[src/rtl/vram_scanout.sv]
// Pixel-fetch stage: maps VGA hc/vc counters onto a 320x240 8bpp framebuffer shown 2x2,
// hides the VRAM read latency and emits aligned RRRGGGBB colour, syncs and a frame-start pulse.
module vram_scanout #(
    parameter int unsigned HBP         = 144,
    parameter int unsigned HFP         = 784,
    parameter int unsigned VBP         = 31,
    parameter int unsigned VFP         = 511,
    parameter int unsigned FB_WIDTH    = 320,
    parameter int unsigned ADDR_W      = 17,
    parameter int unsigned RAM_LATENCY = 1
) (
    input  logic              dclk,
    input  logic              clr,
    input  logic [9:0]        hc,
    input  logic [9:0]        vc,
    input  logic              hsync_in,
    input  logic              vsync_in,
    output logic [ADDR_W-1:0] vram_addr,
    output logic              vram_en,
    input  logic [7:0]        vram_dout,
    output logic [2:0]        red,
    output logic [2:0]        green,
    output logic [1:0]        blue,
    output logic              hsync,
    output logic              vsync,
    output logic              frame_start
);

    localparam logic [9:0]        HBP_C = 10'(HBP);
    localparam logic [9:0]        HFP_C = 10'(HFP);
    localparam logic [9:0]        VBP_C = 10'(VBP);
    localparam logic [9:0]        VFP_C = 10'(VFP);
    localparam logic [ADDR_W-1:0] FB_W_C = ADDR_W'(FB_WIDTH);
    // Stage-0 register plus one stage per cycle of RAM latency.
    localparam int unsigned PD = RAM_LATENCY + 1;

    logic              h_act, v_act, active, line_end, frame_flag;
    logic [9:0]        hc_off;
    logic [ADDR_W-1:0] addr_d, addr_q;
    logic [ADDR_W-1:0] line_base_d, line_base_q;
    logic              row_sub_d, row_sub_q;
    logic              en_q;
    logic [PD-1:0]     act_q, hs_q, vs_q, fs_q;
    logic [7:0]        rgb_q;
    logic              hsync_q, vsync_q, fs_out_q;

    always_comb begin
        h_act       = (hc >= HBP_C) && (hc < HFP_C);
        v_act       = (vc >= VBP_C) && (vc < VFP_C);
        active      = h_act && v_act;
        hc_off      = hc - HBP_C;
        frame_flag  = (hc == HBP_C) && (vc == VBP_C);
        line_end    = (hc == HFP_C - 10'd1) && v_act;
        addr_d      = active ? line_base_q + ADDR_W'(hc_off >> 1) : addr_q;
        line_base_d = line_base_q;
        row_sub_d   = row_sub_q;
        // Each framebuffer row is shown on two display lines; advance after the second.
        if (vc < VBP_C) begin
            line_base_d = '0;
            row_sub_d   = 1'b0;
        end else if (line_end) begin
            row_sub_d = ~row_sub_q;
            if (row_sub_q) begin
                line_base_d = line_base_q + FB_W_C;
            end
        end
    end

    always_ff @(posedge dclk or negedge clr) begin
        if (!clr) begin
            addr_q      <= '0;
            en_q        <= 1'b0;
            line_base_q <= '0;
            row_sub_q   <= 1'b0;
            act_q       <= '0;
            hs_q        <= '1;
            vs_q        <= '1;
            fs_q        <= '0;
            rgb_q       <= 8'h00;
            hsync_q     <= 1'b1;
            vsync_q     <= 1'b1;
            fs_out_q    <= 1'b0;
        end else begin
            addr_q      <= addr_d;
            en_q        <= active;
            line_base_q <= line_base_d;
            row_sub_q   <= row_sub_d;
            act_q       <= {act_q[PD-2:0], active};
            hs_q        <= {hs_q[PD-2:0], hsync_in};
            vs_q        <= {vs_q[PD-2:0], vsync_in};
            fs_q        <= {fs_q[PD-2:0], frame_flag};
            rgb_q       <= act_q[PD-1] ? vram_dout : 8'h00;
            hsync_q     <= hs_q[PD-1];
            vsync_q     <= vs_q[PD-1];
            fs_out_q    <= fs_q[PD-1];
        end
    end

    assign vram_addr   = addr_q;
    assign vram_en     = en_q;
    assign red         = rgb_q[7:5];
    assign green       = rgb_q[4:2];
    assign blue        = rgb_q[1:0];
    assign hsync       = hsync_q;
    assign vsync       = vsync_q;
    assign frame_start = fs_out_q;

endmodule

[config.mk]
export PLATFORM = sky130hd
export DESIGN_NAME = vram_scanout
export DESIGN_NICKNAME = d
export VERILOG_FILES = /design/src/rtl/vram_scanout.sv
export SDC_FILE = /design/constraint.sdc
export NUM_CORES = 1
export LEC_CHECK = 0
export CAP_MARGIN = 15
export CELL_PAD_IN_SITES_DETAIL_PLACEMENT = 1
export CELL_PAD_IN_SITES_GLOBAL_PLACEMENT = 2
export CORE_ASPECT_RATIO = 1.5
export CORE_MARGIN = 2
export CORE_UTILIZATION = 25
export CTS_BUF_LIST = sky130_fd_sc_hd__clkbuf_4 sky130_fd_sc_hd__clkbuf_8 sky130_fd_sc_hd__clkbuf_16
export CTS_CLUSTER_DIAMETER = 50
export DETAILED_ROUTE_END_ITERATION = 7
export PLACE_DENSITY_LB_ADDON = 0.1
export REMOVE_ABC_BUFFERS = 1
export SLEW_MARGIN = 0
export SYNTH_ARGS = -nofsm -noshare
export SYNTH_HDL_FRONTEND = slang
export SYNTH_SLANG_ARGS = --single-unit
[constraint.sdc]
create_clock -name dclk -period 2 [get_ports dclk]
set_clock_uncertainty 0.05 [all_clocks]
set_input_delay 0.6 -clock dclk [delete_from_list [all_inputs] [get_ports dclk]]
set_output_delay 0.6 -clock dclk [all_outputs]
set_load 0.02 [all_outputs]
==> insert_results.sql, run 1 <==
INSERT INTO impl_metrics (metric_group, metric, value, unit) VALUES
('yosys', 'synth_enable_flop_cells', '0', ''),
('detailed_routing', 'wirelength', '6810', 'µm'),
('sta', 'rsz_0062_raised_after_global_routing', 'yes', ''),
('yosys', 'synth.ff_latch_count', '48', ''),
('sta', 'hold-worst-slack', '226', 'ps'),
('final_layout', 'seq_area', '1210', 'µm²'),
('setup_path', 'rr_worst_depth', '5', ''),
('yosys', 'synth.top_cells.by_area', 'dfrtp_1 46%, dfstp_2 6.9%, mux2_4 5.2%', ''),
('yosys', 'seq_area_frac_synth', '52.7', '%'),
('setup_path', 'timing.setup.critical_path_class', 'primary input to flop', ''),
('setup_path', 'critical_path.endpoint_type', 'flop', ''),
('floorplan', 'design.die.area', '9980', 'µm²'),
('sta', 'timing_hold_violations_final', '0', ''),
('final_layout', 'areaGrowthSynthToFinish', '75.4', '%'),
('sta', 'tightestPinTransition', '509', 'ps'),
('yosys', 'yosysWarningCount', '0', ''),
('grt', 'pin_count_of_the_biggest_net_entering_global_routing', '49', ''),
('pwr', 'total_power', '0.00261', 'W'),
('final_layout', 'final_nets', '357', ''),
('sta', 'timing_max_transition_violations_final', '0', ''),
('clocking', 'clk_pin_slew', '70', 'ps'),
('grt', 'global_route_wire_length_before_repair', '11100', 'µm'),
('min_path', 'holdCritPathClass', 'primary input to asynchronous set/reset pin', ''),
('yosys', 'netlist.area_leader.share', '45.8', '%'),
('final_layout', 'diodes', '0', ''),
('yosys', 'syn-cell-area', '2290', 'µm²'),
('setup_path', 'crit_fanout', '3', ''),
('detailed_routing', 'avgViaCountPerCell', '4.62', ''),
('clocking', 'clock_sink_count', '48', ''),
('sta', 'final.setup.worst_slack', '-527', 'ps'),
('placement', 'dp_hpwl', '4740', 'µm'),
('detailed_routing', 'post_drt_wl_per_cell', '15.9', 'µm'),
('yosys', 'syn-instance-count', '189', ''),
('yosys', 'post-synth-top-area-cell', 'dfrtp_1', ''),
('clocking', 'clk_root_buffer_cell', 'clkbuf_16', ''),
('outcome', 'violations', 'setup timing', ''),
('detailed_routing', 'remaining_drc_errors', '0', ''),
('pwr', 'powerDensity', '648', 'nW/µm²'),
('final_layout', 'share_of_cells_above_drive_strength_1', '47.8', '%'),
('floorplan', 'initial_core_util', '25.8', '%'),
('detailed_routing', 'num_vias', '1978', ''),
('sta', 'clock.fmax', '396', 'MHz'),
('grt', 'antenna_found_initial', '0', ''),
('grt', 'grt_pass1_vias', '2282', ''),
('floorplan', 'die-width', '82.2', 'µm'),
('setup_path', 'timing.rr.end', 'vram_addr[16]', ''),
('outcome', 'outcome', 'finished, violations left', ''),
('floorplan', 'floorplan.core_area', '8880', 'µm²'),
('sta', 'slew-limit-headroom', '65.9', '%'),
('clocking', 'cts-hold-fix-buffers', '0', ''),
('grt', 'grt_overflow_total', '0', ''),
('final_layout', 'finish.utilization', '45.3', '%'),
('setup_path', 'crit_arrival', '2660', 'ps'),
('sta', 'finalCriticalPeriod', '2530', 'ps'),
('clocking', 'max-clock-path-buffers', '2', ''),
('floorplan', 'floorplan.die.height', '121', 'µm'),
('yosys', 'synth_top_flop_cell', 'dfrtp_1', ''),
('clocking', 'ctsHtreeMaxLevel', '2', ''),
('clocking', 'insertion_delay_to_the_later_sink_of_the_worst_skew_pair', '300', 'ps'),
('run', 'timing.max_cap.violations', '0', ''),
('yosys', 'netlist-cell-type-count', '39', ''),
('grt', 'grt_usage', '15.0', '%'),
('pwr', 'worst_ir_drop_vdd', '0.511', 'mV'),
('pwr', 'power.leakage', '1.84', 'nW'),
('clocking', 'tritoncts', 'yes', ''),
('yosys', 'syn_avg_cell_area', '12.1', 'µm²'),
('setup_path', 'ff2ff_setup_slack', '60', 'ps'),
('placement', 'global_placement_routability_congestion', '0.765', ''),
('setup_path', 'worstSetupStartpointType', 'primary input', ''),
('sta', 'setup_viol_count_final', '28', ''),
('setup_path', 'worst_reg2reg_path_startpoint', 'line_base_q[7]', ''),
('detailed_routing', 'route.antenna.remaining_nets', '0', ''),
('floorplan', 'num_rows', '42', ''),
('final_layout', 'multi_input_area', '1290', 'µm²'),
('placement', 'place.port_buffers', '60', ''),
('clocking', 'cts_made_buffers', '5', ''),
('floorplan', 'num_io_pins', '61', ''),
('detailed_routing', 'detail_route.iter0.violations', '27', ''),
('yosys', 'synth-async-reset-ratio', '100', '%'),
('final_layout', 'filler_cell_count', '949', ''),
('detailed_routing', 'first_pass_iters', '4', ''),
('sta', 'min_period_over_period', '126', '%'),
('setup_path', 'worstPathRequired', '2140', 'ps');
-- report_power, final --
| part | internal (W) | switching, W |
|---|---|---|
| combinational | 0.000313 | 0.000228 |
| clock | 0.000595 | 0.000408 |
| sequential | 0.00103 | 0.0000295 |
-- repair_timing --
| item | CTS | global route |
|---|---|---|
| cloned | 1 | 0 |
| buffers inserted | 18 | 8 |
| pin swaps | 32 | 22 |
| endpoints found under the setup margin | 32 | 30 |
| resized for setup | 104 | 35 |
-- Yosys cell counts (all sizes together) (3+ instances only) --
cell / n
inv: 7
dfstp: 6
buf: 3
or4: 6
mux2: 16
dfrtp: 42
ha: 8
a21oi: 13
xor2: 10
nor2: 6
o31ai: 5
clkbuf: 3
and2: 9
xnor2: 6
nand3: 7
nor3: 3
or3: 6
o21ai: 7
nand2: 5
nand4: 4
-- how the worst max path moves through the flow --
stage,slack [ps],endpoint,startpoint
final,-530,vram_addr[16],hc[4]
after global routing,-600,vram_addr[16],hc[4]
after CTS,-530,vram_addr[16],hc[4]
after detailed placement,-1400,vram_addr[16],hc[4]
after global placement,-1340,vram_addr[16],hc[4]
after floorplan,-860,vram_addr[16],hc[5]
-- layer usage --
metal	vias to the layer above	GRT usage (%)	wire length, µm
met5	-	0	0
met2	43	27.6	3950
met3	8	3.35	237
met1	993	15.9	2500
li1	934	-	-
met4	0	5.63	129
-- metrics by stage --
stage	setup TNS, ps	worst slack, ps	std cells	cell area [µm²]
2_1_floorplan	-10970	-863	183	2250
3_3_place_gp	-27670	-1340	400	3370
3_5_place_dp	-28360	-1400	400	3370
4_1_cts	-7370	-529	427	3920
5_1_grt	-8550	-602	428	4020
6_report	-6180	-527	428	4020
-- cells by family after synthesis --
group,after synthesis,share of synthesized area (%)
xor gates and xnor gates,16,6.11
adders and majority gates,8,4.36
DFF,48,52.7
muxes,18,10.0
buffers and inverters,13,3.22
AOI/OAI and AO/OA,33,9.43
and+or+nand+nor,53,14.2
-- flip-flops by register name, summed over array words and instances, names as in the netlist --
signal and count:
rgb_q 8, row_sub_q 1, act_q 2, vram_addr 17, frame_start 1, line_base_q 11
fs_q 2, vsync 1, hs_q 2, hsync 1, vs_q 2
-- critical path: stages --
cell and delay, ps:
buf_8 100, or3_4 380, a21oi_2 140, xor2_1 80
ha_2 360, o21ai_2 60, or4b_4 530, xnor2_2 150
mux2_4 260
-- cells in the final DEF, fill, tap and decap left out, types with 3 or more instances in the layout --
cell type,n
or4_4,4
xnor2_1,4
o21ai_2,3
nand4_1,3
buf_6,16
clkdlybuf4s50_1,37
buf_4,48
dfrtp_1,42
buf_12,4
nand3_1,6
buf_8,3
buf_2,4
dlygate4sd2_1,10
dfstp_2,6
o21ai_0,3
nand2_1,5
o31ai_1,3
ha_4,4
nor2_1,5
clkbuf_16,5
inv_1,4
clkdlybuf4s15_1,3
and2_1,8
or3_1,5
mux2_4,16
xor2_1,9
a21oi_2,8
a21oi_1,4
-- area by class of cell --
cell class,count,share of cell area (%)
Tap cell,110,3.42
Clock inverter,3,1.18
Sequential cell,48,30.0
Multi-Input combinational cell,128,32.1
Inverter,7,0.777
Clock buffer,5,3.11
Timing Repair Buffer,127,29.4
No activity file was read; power rests on OpenSTA's default activity.
==> run 2: changes to the inputs <==
- TNS_END_PERCENT: unset -> 50
==> run 2 against run 1 <==
Compared with the run above:
- the flow still finishes with violations (setup timing)
- final cell count increased by 0.23%
- worst hold slack improved by 2.3 ps
- setup slack improved by 2.6 ps
- sequential cell count unchanged
- routed wire length decreased by 1.6%
- maximum frequency increased by 0.10%
- critical path depth unchanged
- combinational power decreased by 2%
- utilization decreased by 1.1 points
- critical path type unchanged
- critical endpoint unchanged
- largest cell class is now registers
==> insert_results.sql, run 2 (same netlist as run 1, synthesis figures left out) <==
INSERT INTO impl_metrics (metric_group, metric, value, unit) VALUES
('grt', 'antenna_found_initial', '0', ''),
('clocking', 'clock_sink_count', '48', ''),
('floorplan', 'floorplan.die.height', '121', 'µm'),
('setup_path', 'critPathCapture', 'vram_addr[16]', ''),
('final_layout', 'diodes', '0', ''),
('setup_path', 'worst_reg2reg_path_startpoint', 'line_base_q[7]', ''),
('pwr', 'worst_ir_drop_vdd', '0.510', 'mV'),
('detailed_routing', 'num_vias', '1986', ''),
('floorplan', 'num_rows', '42', ''),
('final_layout', 'layout_common_cells', '53 x buf_4, 42 x dfrtp_1, 39 x clkdlybuf4s50_1', ''),
('sta', 'timing_hold_violations_final', '0', ''),
('min_path', 'holdCritPathClass', 'primary input to asynchronous set/reset pin', ''),
('detailed_routing', 'first_pass_iters', '3', ''),
('placement', 'global_placement_routability_congestion', '0.765', ''),
('floorplan', 'floorplan.core_area', '8880', 'µm²'),
('clocking', 'tritoncts', 'yes', ''),
('sta', 'clock.fmax', '396', 'MHz'),
('final_layout', 'areaGrowthSynthToFinish', '71.2', '%'),
('outcome', 'violations', 'setup timing', ''),
('placement', 'place.port_buffers', '60', ''),
('setup_path', 'crit_fanout', '3', ''),
('floorplan', 'design.die.area', '9980', 'µm²'),
('clocking', 'clk_pin_slew', '70', 'ps'),
('setup_path', 'rr_worst_depth', '5', ''),
('floorplan', 'initial_core_util', '25.8', '%'),
('setup_path', 'worstPathRequired', '2140', 'ps'),
('grt', 'global_route_wire_length_before_repair', '11000', 'µm'),
('final_layout', 'filler_cell_count', '948', ''),
('sta', 'min_period_over_period', '126', '%'),
('sta', 'rsz_0062_raised_after_global_routing', 'yes', ''),
('clocking', 'ctsHtreeMaxLevel', '2', ''),
('setup_path', 'timing.setup.critical_path_class', 'primary input to flop', ''),
('setup_path', 'critical_path.endpoint_type', 'flop', ''),
('detailed_routing', 'remaining_drc_errors', '0', ''),
('clocking', 'insertion_delay_to_the_later_sink_of_the_worst_skew_pair', '300', 'ps'),
('pwr', 'power.leakage', '1.81', 'nW'),
('floorplan', 'die-width', '82.2', 'µm'),
('clocking', 'clk_root_buffer_cell', 'clkbuf_16', ''),
('detailed_routing', 'route.antenna.remaining_nets', '0', ''),
('setup_path', 'crit_arrival', '2660', 'ps'),
('setup_path', 'ff2ff_setup_slack', '60', 'ps'),
('final_layout', 'share_of_cells_above_drive_strength_1', '44.5', '%'),
('sta', 'tightestPinTransition', '453', 'ps'),
('detailed_routing', 'avgViaCountPerCell', '4.63', ''),
('detailed_routing', 'wirelength', '6710', 'µm'),
('final_layout', 'finish.utilization', '44.2', '%'),
('setup_path', 'timing.rr.end', 'vram_addr[16]', ''),
('grt', 'grt_overflow_total', '0', ''),
('floorplan', 'num_io_pins', '61', ''),
('run', 'timing.max_cap.violations', '0', ''),
('pwr', 'powerDensity', '661', 'nW/µm²'),
('grt', 'pin_count_of_the_biggest_net_entering_global_routing', '49', ''),
('sta', 'timing_max_transition_violations_final', '0', ''),
('outcome', 'outcome', 'finished, violations left', ''),
('clocking', 'max-clock-path-buffers', '2', ''),
('grt', 'grt_pass1_vias', '2289', ''),
('sta', 'timing.setup.tns', '-6920', 'ps'),
('detailed_routing', 'post_drt_wl_per_cell', '15.6', 'µm'),
('grt', 'grt_usage', '14.9', '%'),
('final_layout', 'final_nets', '358', ''),
('placement', 'dp_hpwl', '4740', 'µm'),
('sta', 'slew-limit-headroom', '69.7', '%'),
('final_layout', 'mostFrequentLayoutCell', 'buf_4', ''),
('sta', 'finalCriticalPeriod', '2520', 'ps'),
('placement', 'placement.cell_area', '3370', 'µm²'),
('detailed_routing', 'detail_route.iter0.violations', '28', ''),
('sta', 'setup_viol_count_final', '30', ''),
('setup_path', 'setup.worst_path.start', 'hc[4]', ''),
('final_layout', 'largest_reg_flops', '17', ''),
('clocking', 'cts_made_buffers', '5', ''),
('sta', 'final.setup.worst_slack', '-524', 'ps'),
('final_layout', 'design_area', '3930', 'µm²'),
('setup_path', 'worstSetupStartpointType', 'primary input', '');
[run 2: cell types whose count changed in the layout (fill, tap and decap cells not counted), sizes merged]
| cell | before | now |
|---|---|---|
| clkbuf | 7 | 6 |
| buf | 75 | 74 |
| clkdlybuf4s15 | 3 | 2 |
| clkdlybuf4s50 | 37 | 39 |
| dlygate4sd2 | 10 | 12 |
[run 2: power by group]
group / total, W / internal, W / switching [W]
Combinational: 0.000529 / 0.000307 / 0.000222
Clock: 0.00101 / 0.000595 / 0.000410
Sequential: 0.00106 / 0.00103 / 0.0000285
[run 2: layout make-up]
cell class                 count  area, µm²  area share [%]
sequential                    48       1210            30.8
multi-input combinational    128       1200            30.4
timing repair buffer         128       1190            30.2
tap                          110        138            3.50
clock buffer                   5        125            3.18
clock inverter                 3       47.5            1.21
inverter                       7       26.3           0.669
[run 2: how the worst min path moves through the flow]
stage | cells past startpoint | slack, ps | end | startpoint
after global routing | 2 | 250 | line_base_q[7] | clr
after floorplan | 0 | 250 | act_q[0] | clr
after global placement | 0 | 280 | fs_q[1] | fs_q[0]
final | 2 | 230 | line_base_q[14] | clr
after detailed placement | 0 | 290 | frame_start | fs_q[1]
after CTS | 2 | 250 | vram_addr[14] | clr
[run 2: layer usage]
layer	GRT usage, %	routed length [µm]	share of wire [%]	up-vias
met4	5.63	112	1.7	0
met2	27.7	3890	58	41
li1	-	-	-	937
met3	3.35	226	3.4	6
met1	15.5	2480	37	1002
met5	0	0	0	-
[run 2: what timing repair did]
item,in CTS,in global routing
setup buffers,17,3
endpoints found under the setup margin,32,30
cloned,1,0
hold buffers,0,0
resized for setup,91,8
pin swaps,29,8
[run 2: metrics by stage]
stage	power (W)	std cells	worst slack [ps]	hold slack, ps
after floorplan	0.00124	183	-863	254
after global placement	0.00152	400	-1340	284
after detailed placement	0.00153	400	-1400	290
after CTS	0.00262	426	-529	245
after global routing	0.00271	429	-601	250
final	0.00260	429	-524	228
[run 2: worst max-delay path, cell delays in order]
cell,delay [ps]
buf_8,100
or3_4,380
a21oi_2,130
xor2_1,90
ha_2,360
o21ai_2,70
or4b_4,530
xnor2_2,150
mux2_4,260
